===== src/rtl/f5_sweep_pkg.sv =====
// Shared types and constants for the f5 sweep-and-compare stage.
package f5_sweep_pkg;

  // Sweep controller states.
  typedef enum logic [1:0] {
    IDLE = 2'd0,
    RUN  = 2'd1,
    FIN  = 2'd2
  } state_t;

  // Width of a counter that must reach the value settle (never narrower than 1 bit).
  function automatic int wait_width(input int settle);
    return (settle < 1) ? 1 : $clog2(settle + 1);
  endfunction

  localparam int N_DEF      = 3;
  localparam int SETTLE_DEF = 1;
  localparam int NVEC       = 2 ** N_DEF;
  localparam int WAIT_W     = wait_width(SETTLE_DEF);

  // Truth table of f5 over vec = {a,b,c}: bit i is f5(i).
  localparam logic [7:0] F5_TABLE = 8'hA2;

endpackage


===== src/rtl/f5_sweep_counter.sv =====
// Vector and hold-time counter for the sweep: each vector is held SETTLE+1
// steps, the vector saturates at its last value instead of wrapping.
module f5_sweep_counter
  import f5_sweep_pkg::*;
#(
  parameter int N      = N_DEF,
  parameter int SETTLE = SETTLE_DEF
) (
  input  logic         clk,
  input  logic         reset,
  input  logic         i_load,
  input  logic         i_step,
  output logic [N-1:0] o_vec,
  output logic         o_last_wait,
  output logic         o_last_vec
);

  localparam int            WW       = wait_width(SETTLE);
  localparam logic [WW-1:0] W_LAST   = WW'(SETTLE);
  localparam logic [N-1:0]  VEC_LAST = '1;

  logic [N-1:0]  r_vec;
  logic [WW-1:0] r_wait;

  // Load clears both counters; a step advances the hold counter, then the vector.
  always_ff @(posedge clk or posedge reset) begin
    if (reset) begin
      r_vec  <= '0;
      r_wait <= '0;
    end else if (i_load) begin
      r_vec  <= '0;
      r_wait <= '0;
    end else if (i_step) begin
      if (r_wait == W_LAST) begin
        r_wait <= '0;
        if (r_vec != VEC_LAST) begin
          r_vec <= r_vec + N'(1);
        end else begin
          r_vec <= r_vec;
        end
      end else begin
        r_wait <= r_wait + WW'(1);
      end
    end else begin
      r_vec  <= r_vec;
      r_wait <= r_wait;
    end
  end

  assign o_vec       = r_vec;
  assign o_last_wait = (r_wait == W_LAST);
  assign o_last_vec  = (r_vec == VEC_LAST);

endmodule


===== config.mk =====
export PLATFORM = sky130hd
export DESIGN_NAME = f5_sweep_counter
export DESIGN_NICKNAME = d
export VERILOG_FILES = /design/src/rtl/f5_sweep_pkg.sv /design/src/rtl/f5_sweep_counter.sv
export SDC_FILE = /design/constraint.sdc
export NUM_CORES = 1
export LEC_CHECK = 0
export ABC_CLOCK_PERIOD_IN_PS = 1400
export CORE_AREA = 2 2 39 41
export CTS_CLUSTER_SIZE = 20
export DETAILED_ROUTE_END_ITERATION = 6
export DIE_AREA = 0 0 41 43
export HOLD_SLACK_MARGIN = 0.06
export PLACE_DENSITY = 0.44
export SETUP_SLACK_MARGIN = 0.2
export SYNTH_ARGS = -nofsm -noshare
export SYNTH_HDL_FRONTEND = slang
export SYNTH_SLANG_ARGS = --single-unit

===== constraint.sdc =====
create_clock -name clk -period 1.4 [get_ports clk]
set_input_delay 0.42 -clock clk [delete_from_list [all_inputs] [get_ports clk]]
set_output_delay 0.42 -clock clk [all_outputs]
set_load 0.02 [all_outputs]

==> results.ini <==
[worst_setup_path]
crit_required_ns=0.98
critPathSlowestCell=dfrtp_2
crit_type=flip-flop to output port
end_kind=output port
slowest_delay_ns=0.42
crit_top_cell=ha_4
crit_arrival_ns=1.09
critPathMaxFanout=2
regToRegSetupSlack_ns=-0.05
path_cells=ha_4 > ha_4 > buf_6
startpoint_type=flip-flop

[finish]
final_nets=46
final_common_cell=buf_6
n_antenna_cell=0
fill_cells=146
final_cell_mix=7 x buf_6, 6 x buf_4, 4 x nand2b_1
layout-drive-gt1-share_pct=57.9
area_growth_pct=100

[clock_network]
insertion_delay_ns=0.24
cts_htree_levels=1
clockBufferDepth=2
ctsHoldBuffers=0
cts_tree=done
cts_buffers=3
cts.sinks=4
clk_pin_slew_ns=0.04
root_buffer=clkbuf_4

[floorplanning]
core_area_mm2=0.00138
die_h_um=43
die_x_um=41
boundaryPins=9
die-area_mm2=0.00176
initial_core_util_pct=16.2
rows=14

[flow_run]
max_cap_viol_count=0

[route]
wl_per_cell_um=9.85
dr.pass1.iters=1
vias_per_cell=3.76
first_iter_violations=0
dr_total_vias=203
drt_drc_violations_left=0
ant_nets=0
routed_wl_um=532

[synth]
avgSynthCellArea_um2=11.8
yosys_warnings=0
synth_seq_area_share_pct=44.7
synth_seq_cells=4
syn_nets=25
synth_area_um2=224
yosysUniqueCellTypes=10
synthCells=19

[sta]
hold_viol_final=0
worst_slack_ns=-0.108
worstMarginPinSlew_ns=0.183
min_period_over_period_pct=108
whs_ns=0.387
final_max_slew_viol_count=0
final.min_clock_period_ns=1.51
setup_violations=3
fmax_ghz=0.663
rsz0062_at_grt=true
slew_headroom_pct=87.8
finClkSkew_ns=0.000168

[power_and_ir_drop]
p_leak_nw=0.202
irDropWorstVdd_v=0.000252
power_density_mw_per_mm2=794
finalPower_uw=356

[grt]
grt_pass1_wl_um=821
grt_max_degree=6
grt_pass1_vias=205
antenna_found_initial=0
grt_usage_pct=7.63
grt-ovfl-total=0

[placement]
routabilityCongestion=0.617
io_buffers=8
hpwl_um=410

[status]
status=finished, violations left
violations=negative setup slack

[worst_hold_path]
min_path_type=input port to async pin

[final timing paths]
check                            startpoint          end  cells after the start
worst max-delay path               o_vec[0]   o_last_vec                      3
worst min-delay path                  reset     o_vec[2]                      2
worst max register to register     o_vec[0]     o_vec[0]                      4
worst min register to register  o_last_wait  o_last_wait                      3
max in group asynchronous             reset     o_vec[0]                      2
min in group clk                o_last_wait  o_last_wait                      3
[layout make-up]
type	count	area, um^2	area share [%]
clock buffers	3	22.5	5.03
inverters	1	3.75	0.838
multi-input cells	14	145	32.4
flip-flops and latches	4	103	22.9
well taps	16	20.0	4.47
repair buffers	16	154	34.4
[where the power goes]
| part | internal (mW) | switching [mW] |
|---|---|---|
| clock | 0.0962 | 0.0515 |
| combinational | 0.0512 | 0.0296 |
| sequential | 0.122 | 0.00479 |
[cell usage after synthesis]
cell / count / area share (%)
dfrtp_1: 4 / 45
nand2b_1: 4 / 11
ha_1: 2 / 11
mux2i_1: 2 / 8.9
nor2_1: 2 / 3.4
and3b_4: 1 / 5.6
inv_1: 1 / 1.7
mux2_4: 1 / 6.7
nor2b_1: 1 / 2.8
xnor2_1: 1 / 3.9
[routing by layer]
metal / up-vias / track usage [%] / share of wire [%]
met5: - / 0 / 0
met4: 0 / 8.00 / 0
met3: 0 / 3.14 / 7.9
met2: 9 / 8.44 / 43
met1: 94 / 9.97 / 49
li1: 100 / - / -
[repair_timing]
item	CTS	global route
cloned	0	0
gates resized for setup	30	2
setup endpoints to repair	8	8
buffers inserted	1	1
[registers in the layout (all words and copies together) (netlist names)]
name,flops
o_vec,3
o_last_wait,1
[metrics by stage]
step	utilization (%)	setup TNS [ns]	area (um^2)	instances	setup slack [ns]
after global routing	32.4	-0.327	448	54	-0.133
final	32.4	-0.194	448	54	-0.108
after floorplan	-	-0.139	251	19	-0.139
after global placement	28.7	-0.807	397	49	-0.265
after detailed placement	28.7	-0.815	397	49	-0.265
after CTS	31.4	-0.228	434	53	-0.120
[kinds of logic after synthesis]
| family | after synthesis | share of synthesized area, % |
|---|---|---|
| mux | 3 | 15.6 |
| flops | 4 | 44.7 |
| fa+ha+maj | 2 | 11.2 |
| xor+xnor | 1 | 3.91 |
| buf+inv | 1 | 1.67 |
| simple gates | 8 | 22.9 |
[critical path, delay by kind of cell (launching register included)]
kind / cells / cell delay (ns)
DFF: 1 / 0.42
buffers and inverters: 1 / 0.12
adders and majority gates: 2 / 0.32
Power figures use the tool's default switching activity.
